File: src/rtl/seg_scan_pkg.sv
// Shared definitions for the eight-digit seven-segment scan controller:
// digit count, the active-low hex segment table and the scan FSM states.
package seg_scan_pkg;

   localparam int NUM_DIGITS = 8;

   // Active-low {g,f,e,d,c,b,a}. Entry n is the glyph for hex digit n.
   localparam logic [15:0][6:0] SEG_TABLE = {
      7'h0E, 7'h06, 7'h21, 7'h46, 7'h03, 7'h08, 7'h10, 7'h00,
      7'h78, 7'h02, 7'h12, 7'h19, 7'h30, 7'h24, 7'h79, 7'h40
   };

   typedef enum logic {
      BLANK = 1'b0,
      SHOW  = 1'b1
   } scan_state_e;

endpackage

File: src/rtl/seg_scan_ctrl_hex_to_seg.sv
// Combinational hex nibble to active-low seven-segment decoder.
module hex_to_seg
   import seg_scan_pkg::*;
(
   input  logic [3:0] nibble,
   output logic [6:0] seg_n
);

   assign seg_n = SEG_TABLE[nibble];

endmodule

File: src/rtl/seg_scan_ctrl.sv
// Multiplexed eight-digit seven-segment scanner with double-buffered display data.
// Define SEG_SCAN_LZB_EN to enable leading-zero blanking of digits 7..1.
//
// state | meaning
// BLANK | start of a digit slot, all digits off to suppress ghosting
// SHOW  | current digit enabled with its decoded segments
module seg_scan_ctrl
   import seg_scan_pkg::*;
#(
   parameter int CLK_DIV      = 12500,
   parameter int BLANK_CYCLES = 1250
) (
   input  logic        Clk,
   input  logic        reset,
   input  logic        load,
   input  logic [31:0] value,
   input  logic [7:0]  dp_mask,
   output logic [7:0]  LEDSEL,
   output logic [7:0]  LEDOUT,
   output logic        frame_done
);

   localparam int CNT_W = (CLK_DIV > 1) ? $clog2(CLK_DIV) : 1;
   localparam int IDX_W = $clog2(NUM_DIGITS);
   localparam logic [CNT_W-1:0] CNT_LAST  = CNT_W'(CLK_DIV - 1);
   localparam logic [CNT_W-1:0] CNT_BLANK = CNT_W'(BLANK_CYCLES);
   localparam logic [IDX_W-1:0] IDX_LAST  = IDX_W'(NUM_DIGITS - 1);

   logic [CNT_W-1:0] cnt_q, cnt_d;
   logic [IDX_W-1:0] idx_q, idx_d;
   scan_state_e      state_q, state_d;
   logic [31:0]      shadow_val_q, shadow_val_d;
   logic [7:0]       shadow_dp_q, shadow_dp_d;
   logic             pending_q, pending_d;
   logic [31:0]      disp_val_q, disp_val_d;
   logic [7:0]       disp_dp_q, disp_dp_d;
   logic [7:0]       ledsel_q, ledsel_d;
   logic [7:0]       ledout_q, ledout_d;
   logic             frame_done_q, frame_done_d;

   logic       slot_wrap;
   logic       frame_wrap;
   logic [3:0] cur_nib;
   logic [6:0] cur_seg;
   logic       digit_blank;

   assign slot_wrap  = (cnt_q == CNT_LAST);
   assign frame_wrap = slot_wrap && (idx_q == IDX_LAST);
   assign cur_nib    = disp_val_q[{idx_q, 2'b00} +: 4];

   hex_to_seg u_hex_to_seg (
      .nibble (cur_nib),
      .seg_n  (cur_seg)
   );

`ifdef SEG_SCAN_LZB_EN
   logic [NUM_DIGITS-1:0] lz_blank;

   // A digit is blank when it and every digit above it is zero and its dp is off.
   always_comb begin : lzb_calc
      logic upper_zero;
      upper_zero = 1'b1;
      lz_blank   = '0;
      for (int i = NUM_DIGITS - 1; i >= 1; i--) begin
         upper_zero  = upper_zero & (disp_val_q[4*i +: 4] == 4'h0);
         lz_blank[i] = upper_zero & ~disp_dp_q[i];
      end
   end

   assign digit_blank = lz_blank[idx_q];
`else
   assign digit_blank = 1'b0;
`endif

   always_comb begin
      cnt_d = slot_wrap ? '0 : cnt_q + 1'b1;
      idx_d = idx_q;
      if (slot_wrap) begin
         idx_d = (idx_q == IDX_LAST) ? '0 : idx_q + 1'b1;
      end

      // state tracks the phase of the cnt value it is registered alongside
      state_d = (cnt_d < CNT_BLANK) ? BLANK : SHOW;

      shadow_val_d = shadow_val_q;
      shadow_dp_d  = shadow_dp_q;
      if (load) begin
         shadow_val_d = value;
         shadow_dp_d  = dp_mask;
      end

      disp_val_d = disp_val_q;
      disp_dp_d  = disp_dp_q;
      pending_d  = pending_q | load;
      if (frame_wrap) begin
         pending_d = 1'b0;
         if (load) begin
            disp_val_d = value;
            disp_dp_d  = dp_mask;
         end else if (pending_q) begin
            disp_val_d = shadow_val_q;
            disp_dp_d  = shadow_dp_q;
         end
      end

      ledsel_d = 8'hFF;
      ledout_d = 8'hFF;
      if (state_q == SHOW && !digit_blank) begin
         ledsel_d = ~(8'h01 << idx_q);
         ledout_d = {~disp_dp_q[idx_q], cur_seg};
      end

      frame_done_d = frame_wrap;
   end

   always_ff @(posedge Clk or posedge reset) begin
      if (reset) begin
         cnt_q        <= '0;
         idx_q        <= '0;
         state_q      <= BLANK;
         shadow_val_q <= '0;
         shadow_dp_q  <= '0;
         pending_q    <= 1'b0;
         disp_val_q   <= '0;
         disp_dp_q    <= '0;
         ledsel_q     <= 8'hFF;
         ledout_q     <= 8'hFF;
         frame_done_q <= 1'b0;
      end else begin
         cnt_q        <= cnt_d;
         idx_q        <= idx_d;
         state_q      <= state_d;
         shadow_val_q <= shadow_val_d;
         shadow_dp_q  <= shadow_dp_d;
         pending_q    <= pending_d;
         disp_val_q   <= disp_val_d;
         disp_dp_q    <= disp_dp_d;
         ledsel_q     <= ledsel_d;
         ledout_q     <= ledout_d;
         frame_done_q <= frame_done_d;
      end
   end

   assign LEDSEL     = ledsel_q;
   assign LEDOUT     = ledout_q;
   assign frame_done = frame_done_q;

endmodule

File: config.mk
export PLATFORM = sky130hd
export DESIGN_NAME = seg_scan_ctrl
export DESIGN_NICKNAME = d
export VERILOG_FILES = /design/src/rtl/seg_scan_pkg.sv /design/src/rtl/seg_scan_ctrl_hex_to_seg.sv /design/src/rtl/seg_scan_ctrl.sv
export SDC_FILE = /design/constraint.sdc
export NUM_CORES = 1
export LEC_CHECK = 0
export ABC_AREA = 1
export CAP_MARGIN = 5
export CORE_ASPECT_RATIO = 0.75
export CORE_MARGIN = 10
export CORE_UTILIZATION = 57
export DETAILED_ROUTE_END_ITERATION = 10
export GPL_ROUTABILITY_DRIVEN = 0
export PLACE_DENSITY_LB_ADDON = 0.05
export SETUP_SLACK_MARGIN = 0.5
export SKIP_CTS_REPAIR_TIMING = 1
export SYNTH_ARGS = -nofsm -noshare
export SYNTH_HDL_FRONTEND = slang
export SYNTH_SLANG_ARGS = --single-unit
export TNS_END_PERCENT = 1
File: constraint.sdc
create_clock -name Clk -period 5 [get_ports Clk]
set_clock_uncertainty 0.05 [all_clocks]
set_input_delay 1.5 -clock Clk [delete_from_list [all_inputs] [get_ports Clk]]
set_output_delay 1.5 -clock Clk [all_outputs]
set_load 0.01 [all_outputs]
==> summary.md, run 1 <==
| Metric | Value |
|---|---|
| Reg2Reg Setup Slack | `2.21 ns` |
| Share of cells above drive strength 1 | `16.3%` |
| Syn_nets | `738` |
| Worst reg2reg startpoint | `idx_q[0]` |
| WP data required | `5.28 ns` |
| Cell total after placement | `854` |
| Max Cap Viol | `0` |
| WS Path Type | `input pin to register` |
| Tmin final | `around 3.3 ns` |
| #FFs+latches synth | `116` |
| Worst hold slack | `0.415 ns` |
| Slew @ Worst Pin | `0.882 ns` |
| Worst Path Buf+Inv | `3` |
| Top cell by count, worst path | `buf_4` |
| Synthesis-to-layout area growth | `21.9%` |
| Worst-case vdd ir drop | `around 0.00026 V` |
| Antenna diodes | `0` |
| Netlist cell types | `32` |
| CTS sink cnt | `116` |
| Post-DR wirelength/cell | `13.6 um` |
| Post-route ant nets | `0` |
| DP Area | `about 0.0063 mm2` |
| Max clock buf depth | `2` |
| Setup Viol. Count Final | `0` |
| H-tree depth | `4` |
| Max_slew headroom | `between 40% and 50%` |
| First-pass DRT Iterations | `5` |
| Outcome | `finished, final reports clean` |
| Worst setup path endpoint | `disp_dp_q[5]` |
| Area of the multi-input gates | `around 0.0023 mm2` |
| Combinational Power Share | `5.1%` |
| Core Region | `roughly 0.0097 mm2` |
| Syn avg cell area | `8.35 um2` |
| Number of nets in the layout | `approximately 800` |
| FF/Latch Area | `0.00292 mm2` |
| Vias | `4373` |
| Seq/Total Area, Yosys | `51.3%` |
| Fill count | `~740` |
| PD cells | `337 mW/mm2` |
| Setup Total Neg Slack | `0 ns` |
| P_leak | `between 3 and 4 nW` |
| GRT overflow | `0` |
| Via-to-Cell Ratio | `4.94` |
| FF-to-FF End | `LEDOUT[1]` |
| CP max FO | `36` |
| Sw frac | `a little over 20%` |
| Top Ports | `60` |
| Die ar. | `roughly 0.014 mm2` |
| Final HPWL DP | `8.44 mm` |
| Total power | `0.00234 W` |
| Die Ht | `107 um` |
| Final hold vios | `0` |
| Clock share of power | `between 50% and 60%` |
| Setup crit start | `load` |
| Initial antenna violation count | `0` |
| DRC Markers | `0` |
| GRT Overall Usage | `17.7%` |
| Post-route insts no fill | `885` |
| Cell family with most CP delay | `buffers and inverters` |
| P_int | `0.00186 W` |
| Die Wd | `135 um` |
| Slew Limit Fails | `0` |
| DRT Wirelength | `12.0 mm` |
| CP cell instances | `clkdlybuf4s50_1, buf_4, or2_2, nand3_4, buf_4, nand2_1, o21ai_2` |
| Highest Clock Rate | `a little over 0.3 GHz` |
| Mapped Area | `0.00570 mm2` |
| Synth warn | `0` |
| Sequential Power Share | `41.7%` |
| DRT iter0 DRCs | `about 290` |
| Starting Density | `58.7%` |
| WP depth | `7` |
| CP peak stage delay | `approximately 0.43 ns` |
| Synth Instances | `around 680` |
| CTS Root Cell | `clkbuf_16` |
| Worst hold path class | `register to register` |
| Worst-skew pair later-pin latency | `0.41 ns` |
| Vias in the first global route | `4275` |
| Crit end category | `register` |
| Port Buf Inserts | `59` |
| Reg2Reg Depth | `9` |
| Final period util | `65.6%` |
| CTS tree | `yes` |
| First-pass GRT wire length | `20.7 mm` |
| Setup crit start kind | `input pin` |
| RSZ-0062 raised after global routing | `false` |
| Crit path DAT | `3.56 ns` |
| CTS Buf Count | `17` |
| Pin count of the biggest net entering global routing | `43` |
| Final non-filler cell area | `0.00694 mm2` |
| CP max stage cell | `clkdlybuf4s50_1` |
| # rows | `31` |
| P_sw | `slightly below 0.0005 W` |
| Clock transition at path regs | `0.05 ns` |
registers in the layout, indices dropped and copies added, names as in the netlist, 3 cells and up:
name          cells
LEDOUT            8
LEDSEL            8
cnt_q            14
disp_dp_q         8
disp_val_q       32
idx_q             3
shadow_dp_q       8
shadow_val_q     32
cells by family after synthesis:
kind of cell / synth area share [%]
AOI/OAI and AO/OA: 8.57
xor gates and xnor gates: 0.461
adders and majority gates: 2.86
buffers and inverters: 9.03
DFF: 51.3
and+or+nand+nor: 27.8
power groups by stage:
stage / Sequential [W] / Clock [W] / Combinational [W]
2_1_floorplan: 0.000990 / 0 / 0.0000676
3_3_place_gp: 0.000991 / 0 / 0.000120
3_5_place_dp: 0.000991 / 0 / 0.000123
4_1_cts: 0.000976 / 0.00126 / 0.000123
5_1_grt: 0.000979 / 0.00131 / 0.000138
6_report: 0.000976 / 0.00125 / 0.000120
synth_stat cells:
cell | instances | share of area [%]
nand2_1 | 250 | 16
ha_1 | 13 | 2.9
nand3_1 | 46 | 4.0
buf_2 | 3 | 0.26
dfstp_2 | 16 | 7.4
o211ai_1 | 1 | 0.13
clkbuf_1 | 11 | 0.72
nand4_1 | 5 | 0.55
o21ai_1 | 2 | 0.18
or2_2 | 2 | 0.22
o21ai_0 | 14 | 1.2
inv_1 | 84 | 5.5
nor2_4 | 1 | 0.20
o21ai_4 | 1 | 0.29
nand2_2 | 15 | 1.6
clkinv_1 | 1 | 0.066
buf_6 | 10 | 2.0
nor2_8 | 1 | 0.35
nor2_1 | 43 | 2.8
inv_2 | 3 | 0.20
dfrtp_1 | 100 | 44
o21ai_2 | 40 | 6.1
o22ai_1 | 2 | 0.22
nor3_1 | 3 | 0.26
nand3b_4 | 1 | 0.35
nand3_4 | 1 | 0.31
buf_4 | 2 | 0.26
nor2_2 | 5 | 0.55
o21bai_1 | 1 | 0.13
a21oi_1 | 1 | 0.088
a22o_1 | 1 | 0.15
xor2_1 | 3 | 0.46
worst reg2reg max path, stage by stage (launching register included):
cell and delay, ns:
dfrtp_1 0.87, inv_2 0.39, o21ai_0 0.28, nand2_1 0.12, o21ai_1 0.37, ha_1 0.32
nand3_1 0.11, nor2_1 0.05, nor2_1 0.09, nand2_1 0.06
layout make-up:
| cell class | instances | area share (%) |
|---|---|---|
| clock inverter | 11 | 2.29 |
| multi-input combinational | 452 | 32.5 |
| sequential | 116 | 42.1 |
| tap | 132 | 2.38 |
| timing repair buffer | 66 | 9.44 |
| inverter | 88 | 4.81 |
| clock buffer | 20 | 6.43 |
worst min-delay path by stage:
stage	slack [ns]	cells past startpoint	start	end
final	0.42	2	shadow_val_q[29]	shadow_val_q[29]
after global routing	0.44	2	shadow_val_q[10]	shadow_val_q[10]
after CTS	0.42	2	shadow_val_q[3]	shadow_val_q[3]
after detailed placement	0.41	2	shadow_val_q[3]	shadow_val_q[3]
after global placement	0.40	2	shadow_val_q[1]	shadow_val_q[1]
after floorplan	0.39	2	shadow_dp_q[0]	shadow_dp_q[0]
through the flow:
step	utilization (%)	worst slack, ns
after floorplan	-	2.05
after global placement	65.4	1.38
after detailed placement	65.4	1.30
after CTS	71.6	1.72
after global routing	71.6	1.58
final	71.6	1.72
layer usage:
layer | vias to the layer above | global-route usage [%] | part of all wire [%]
met5 | - | 0 | 0
met4 | 0 | 6.75 | 1.3
met3 | 15 | 5.27 | 6.0
met2 | 115 | 26.2 | 45
met1 | 2032 | 23.9 | 48
li1 | 2211 | - | -
cell usage in the layout (no fill, tap or decap), types with 4 or more instances in the layout:
cell               n
nor2_1            43
nand2_1          250
clkinv_2           6
dfrtp_1          100
buf_4              6
bufinv_16          4
o21ai_2           40
o21ai_0           14
nor2_2             5
nand3_1           46
clkdlybuf4s50_1   59
nand2_2           15
clkbuf_16         17
nand4_1            5
ha_1              13
inv_1             83
dfstp_2           16
Note: power is estimated with default switching activity, not from simulation.
==> run 2: changes to the inputs <==
Clock period 5 ns to 3.3 ns, I/O delays scaled along.
==> run 2 against run 1 <==
Power grew 43%. Clock power increased by 35%. Final cell count stayed put. Core utilization is 0.40 points lower. Sequential cell count unchanged. Combinational power grew 52%. Via count up 1.7%. Worst setup slack worse by 0.90 ns. Largest power group unchanged.
==> summary.md, run 2 (synthesis gave the netlist of run 1 again) <==
| Metric | Value |
|---|---|
| Fill count | `748 (was 741)` |
| P_leak | `3.49 nW (was 3.51 nW)` |
| Slew Limit Fails | `0 (unchanged)` |
| Final period util | `roughly 75%` |
| Highest Clock Rate | `0.403 GHz` |
| Via-to-Cell Ratio | `5.02 (was 4.94)` |
| DRT iter0 DRCs | `379 (was 287)` |
| Final HPWL DP | `8.30 mm (was 8.44 mm)` |
| H-tree depth | `4 (unchanged)` |
| RSZ-0062 raised after global routing | `false (unchanged)` |
| DRC Markers | `0 (unchanged)` |
| Pin count of the biggest net entering global routing | `86 (was 43)` |
| Vias | `4446 (was 4373)` |
| CTS Root Cell | `clkbuf_16 (unchanged)` |
| CP max stage cell | `clkdlybuf4s50_1 (unchanged)` |
| Total power | `0.00336 W (was 0.00234 W)` |
| CTS tree | `yes (unchanged)` |
| Top Ports | `60 (unchanged)` |
| Max clock buf depth | `2 (unchanged)` |
| First-pass GRT wire length | `20.7 mm (about the same)` |
| First-pass DRT Iterations | `5 (unchanged)` |
| Slew @ Worst Pin | `0.454 ns (was 0.882 ns)` |
| Crit path DAT | `1.44 ns (was 3.56 ns)` |
| Commonest non-fill, non-tap cells in the layout | `nand2_1, dfrtp_1, inv_1 (unchanged)` |
| Setup Total Neg Slack | `0 ns (unchanged)` |
| DRT Wirelength | `12.2 mm (was 12.0 mm)` |
| Antenna diodes | `0 (unchanged)` |
| Setup crit start kind | `register (was input pin)` |
| Setup Viol. Count Final | `0 (unchanged)` |
| Core Region | `0.00970 mm2 (unchanged)` |
| WP data required | `2.26 ns (was 5.28 ns)` |
| Max_slew headroom | `69.7% (was 41.1%)` |
| Final hold vios | `0 (unchanged)` |
| Worst Path Buf+Inv | `1 (was 3)` |
| Post-route setup slack | `0.817 ns (was 1.72 ns)` |
| Die Wd | `135 um (unchanged)` |
| CP max FO | `1 (was 36)` |
| Cell family with most CP delay | `buffers and inverters (unchanged)` |
| CTS sink cnt | `116 (unchanged)` |
| Port Buf Inserts | `59 (unchanged)` |
| Worst-skew pair later-pin latency | `0.41 ns (about the same)` |
| CP peak stage delay | `0.53 ns (was 0.43 ns)` |
| Number of nets in the layout | `798 (was 797)` |
| Tmin final | `2.48 ns` |
| Vias in the first global route | `4382 (was 4275)` |
| Crit end category | `primary output (was register)` |
| Max Cap Viol | `0 (unchanged)` |
| Worst-case vdd ir drop | `0.000328 V (was 0.000257 V)` |
| Setup WS pre-CTS | `0.691 ns (was 1.30 ns)` |
| Starting Density | `58.7% (unchanged)` |
| GRT overflow | `0 (unchanged)` |
| GRT Overall Usage | `17.7% (about the same)` |
| Share of cells above drive strength 1 | `15.9% (was 16.3%)` |
| Initial antenna violation count | `0 (unchanged)` |
| Biggest regs | `disp_val_q: 32 flops, shadow_val_q: 32 flops, cnt_q: 14 flops (unchanged)` |
| CP cell instances | `clkdlybuf4s50_1 (was clkdlybuf4s50_1, buf_4, or2_2, nand3_4, buf_4, nand2_1, o21ai_2)` |
| CTS Buf Count | `17 (unchanged)` |
| Die Ht | `107 um (unchanged)` |
| Clock transition at path regs | `0.05 ns (about the same)` |
| Outcome | `finished, final reports clean (unchanged)` |
| Post-route ant nets | `0 (unchanged)` |
| Most common cell after layout, fill and taps aside | `nand2_1 (unchanged)` |
| WS Path Type | `register to primary output (was input pin to register)` |
| Worst hold slack | `0.414 ns (was 0.415 ns)` |
| Worst hold path class | `register to register (unchanged)` |
| Die ar. | `0.0144 mm2 (unchanged)` |
| # rows | `31 (unchanged)` |
| PD cells | `486 mW/mm2 (was 337 mW/mm2)` |
| Post-DR wirelength/cell | `13.8 um (was 13.6 um)` |
| Synthesis-to-layout area growth | `21.2% (was 21.9%)` |
run 2: final timing paths:
kind	startpoint	end	slack [ns]	depth (start not counted)
max	LEDSEL[7]	LEDSEL[7]	0.82	1
min	shadow_val_q[2]	shadow_val_q[2]	0.41	2
max reg2reg	idx_q[1]	LEDOUT[1]	1.05	10
min reg2reg	shadow_val_q[2]	shadow_val_q[2]	0.41	2
max in group asynchronous	reset	disp_val_q[11]	1.65	3
min in group asynchronous	reset	cnt_q[5]	0.84	2
run 2: where the power goes:
group / switching [W] / internal, W
logic: 0.000107 / 0.0000752
clock network: 0.000592 / 0.00110
registers: 0.0000120 / 0.00147
run 2: cell type report:
class                   count  area, um2  area share (%)
inverters                  88        334            4.84
multi-input cells         452       2260            32.7
repair buffers             67        676            9.79
flip-flops and latches    116       2920            42.3
well taps                 132        165            2.39
clock buffers              26        499            7.23
clock inverters             4       47.5           0.689
run 2: layer usage:
| layer | GRT usage (%) | part of all wire, % |
|---|---|---|
| met2 | 26.9 | 45 |
| met5 | 0 | 0 |
| met4 | 5.60 | 1.2 |
| met3 | 5.22 | 6.2 |
| met1 | 23.9 | 47 |
run 2: metrics by stage:
step	utilization [%]	cell area (um2)	cells
global route	71.2	6900	885
CTS	71.2	6900	885
detailed placement	65.6	6360	855
global placement	65.6	6360	855
finish	71.2	6900	885
floorplan	-	5700	682
==> run 3: changes to the inputs <==
Settings changed: CORE_UTILIZATION 57 to 51.
Clock period 3.3 ns to 2 ns, I/O delays scaled along.
==> run 3 against run 2 <==
Combinational power rose by 76%. Routed wire length rose by 5.3%. Global-route usage fell by 1.4 points. Final cell count rose by 3.7%. Critical path type unchanged. Critical endpoint is now frame_done. Largest cell class unchanged.
==> summary.md, run 3 (synthesis gave the netlist of run 1 again) <==
| Metric | Value |
|---|---|
| Commonest non-fill, non-tap cells in the layout | `nand2_1, dfrtp_1, inv_1 (unchanged)` |
| Post-route ant nets | `0 (unchanged)` |
| Tmin final | `1.95 ns` |
| Final period util | `between 90% and 100%` |
| Top Ports | `60 (unchanged)` |
| Worst hold path class | `register to register (unchanged)` |
| Total power | `0.00571 W (was 0.00336 W)` |
| CP peak stage delay | `0.54 ns (was 0.53 ns)` |
| CTS sink cnt | `116 (unchanged)` |
| Starting Density | `52.1% (was 58.7%)` |
| Highest Clock Rate | `0.514 GHz` |
| Number of nets in the layout | `822 (was 798)` |
| First-pass DRT Iterations | `5 (unchanged)` |
| Biggest regs | `disp_val_q: 32 flops, shadow_val_q: 32 flops, cnt_q: 14 flops (unchanged)` |
| Vias in the first global route | `4389 (was 4382)` |
| WS Path Type | `register to primary output (unchanged)` |
| CTS Root Cell | `clkbuf_16 (unchanged)` |
| Worst-case vdd ir drop | `0.000730 V (was 0.000328 V)` |
| DRT Wirelength | `12.8 mm (was 12.2 mm)` |
| Die Wd | `142 um (was 135 um)` |
| Initial antenna violation count | `0 (unchanged)` |
| Met1 wire length | `6.23 mm (was 5.77 mm)` |
| Worst hold slack | `0.417 ns (was 0.414 ns)` |
| First-pass GRT wire length | `21.1 mm (was 20.7 mm)` |
| DRC Markers | `0 (unchanged)` |
| Slew Limit Fails | `0 (unchanged)` |
| Vias | `4463 (was 4446)` |
| # rows | `33 (was 31)` |
| Synthesis-to-layout area growth | `29.5% (was 21.2%)` |
| Setup Viol. Count Final | `0 (unchanged)` |
| Cell family with most CP delay | `buffers and inverters (unchanged)` |
| Final hold vios | `0 (unchanged)` |
| H-tree depth | `4 (unchanged)` |
| Reg2Reg Depth | `10 (unchanged)` |
| Setup crit start kind | `register (unchanged)` |
| Max_slew headroom | `73.5% (was 69.7%)` |
| Setup Total Neg Slack | `0 ns (unchanged)` |
| CP max FO | `1 (unchanged)` |
| Slew @ Worst Pin | `0.395 ns (was 0.454 ns)` |
| Top Metal Used | `met4 (unchanged)` |
| Most common cell after layout, fill and taps aside | `nand2_1 (unchanged)` |
| Antenna diodes | `0 (unchanged)` |
| Die ar. | `0.0158 mm2 (was 0.0144 mm2)` |
| Share of cells above drive strength 1 | `21.6% (was 15.9%)` |
| Max clock buf depth | `2 (unchanged)` |
| Core Region | `0.0109 mm2 (was 0.00970 mm2)` |
| Worst-skew pair later-pin latency | `0.42 ns (was 0.41 ns)` |
| CTS Buf Count | `17 (unchanged)` |
| Outcome | `finished, final reports clean (unchanged)` |
| GRT Overall Usage | `16.3% (was 17.7%)` |
| Final HPWL DP | `9.09 mm (was 8.30 mm)` |
| Pin count of the biggest net entering global routing | `48 (was 86)` |
| CP cell instances | `clkdlybuf4s50_1 (unchanged)` |
| WP data required | `1.35 ns (was 2.26 ns)` |
| WP depth | `1 (unchanged)` |
| Post-DR wirelength/cell | `14.0 um (was 13.8 um)` |
| Post-route insts no fill | `918 (was 885)` |
| Clock transition at path regs | `0.06 ns (was 0.05 ns)` |
| P_leak | `3.65 nW (was 3.49 nW)` |
| WHS Path Cells | `2 (unchanged)` |
| Fill count | `904 (was 748)` |
| Max Cap Viol | `0 (unchanged)` |
| CP max stage cell | `clkdlybuf4s50_1 (unchanged)` |
| Worst Path Buf+Inv | `1 (unchanged)` |
| Met2 wire len | `5.93 mm (was 5.50 mm)` |
| Crit path DAT | `1.30 ns (was 1.44 ns)` |
| PD cells | `775 mW/mm2 (was 486 mW/mm2)` |
| GRT overflow | `0 (unchanged)` |
| Met3 routed WL | `537 um (was 761 um)` |
| Cell total after placement | `879 (was 855)` |
| DRT iter0 DRCs | `281 (was 379)` |
| Port Buf Inserts | `59 (unchanged)` |
| RSZ-0062 raised after global routing | `true (was false)` |
| Crit end category | `primary output (unchanged)` |
| CTS tree | `yes (unchanged)` |
| Via-to-Cell Ratio | `4.86 (was 5.02)` |
| Die Ht | `112 um (was 107 um)` |
run 3: power by group:
group          switching (W)  total, W  leakage (nW)  internal [W]
logic               0.000181  0.000321          1.90      0.000140
clock network        0.00110   0.00295         0.272       0.00186
registers          0.0000199   0.00244          1.47       0.00242
run 3: path summary, 6_finish.rpt:
kind	start	endpoint	slack, ns
max	frame_done	frame_done	0.05
min	shadow_val_q[3]	shadow_val_q[3]	0.42
max reg2reg	idx_q[0]	LEDOUT[2]	0.06
min reg2reg	shadow_val_q[3]	shadow_val_q[3]	0.42
max in group asynchronous	reset	LEDOUT[7]	0.87
min in group asynchronous	reset	LEDOUT[3]	0.69
run 3: layer usage:
| metal | track usage [%] | up-vias |
|---|---|---|
| met5 | 0 | - |
| met4 | 6.05 | 0 |
| met3 | 4.59 | 10 |
| met2 | 24.2 | 91 |
| met1 | 22.0 | 2087 |
| li1 | - | 2275 |
run 3: layout make-up:
cell class	instances	area [um2]	share of cell area, %
timing repair buffer	91	1010	13.7
inverter	88	339	4.60
tap	140	175	2.37
sequential	116	2920	39.6
clock buffer	19	443	6.00
multi-input combinational	452	2350	31.9
clock inverter	12	131	1.78
run 3: stage by stage:
step	util (%)	setup WS [ns]	instance area, um2
final	67.4	0.0544	7380
after global routing	67.4	-0.0399	7380
after CTS	65.3	-0.147	7150
after global placement	60.1	-0.0906	6580
after detailed placement	60.1	-0.113	6580
after floorplan	-	-0.0503	5700
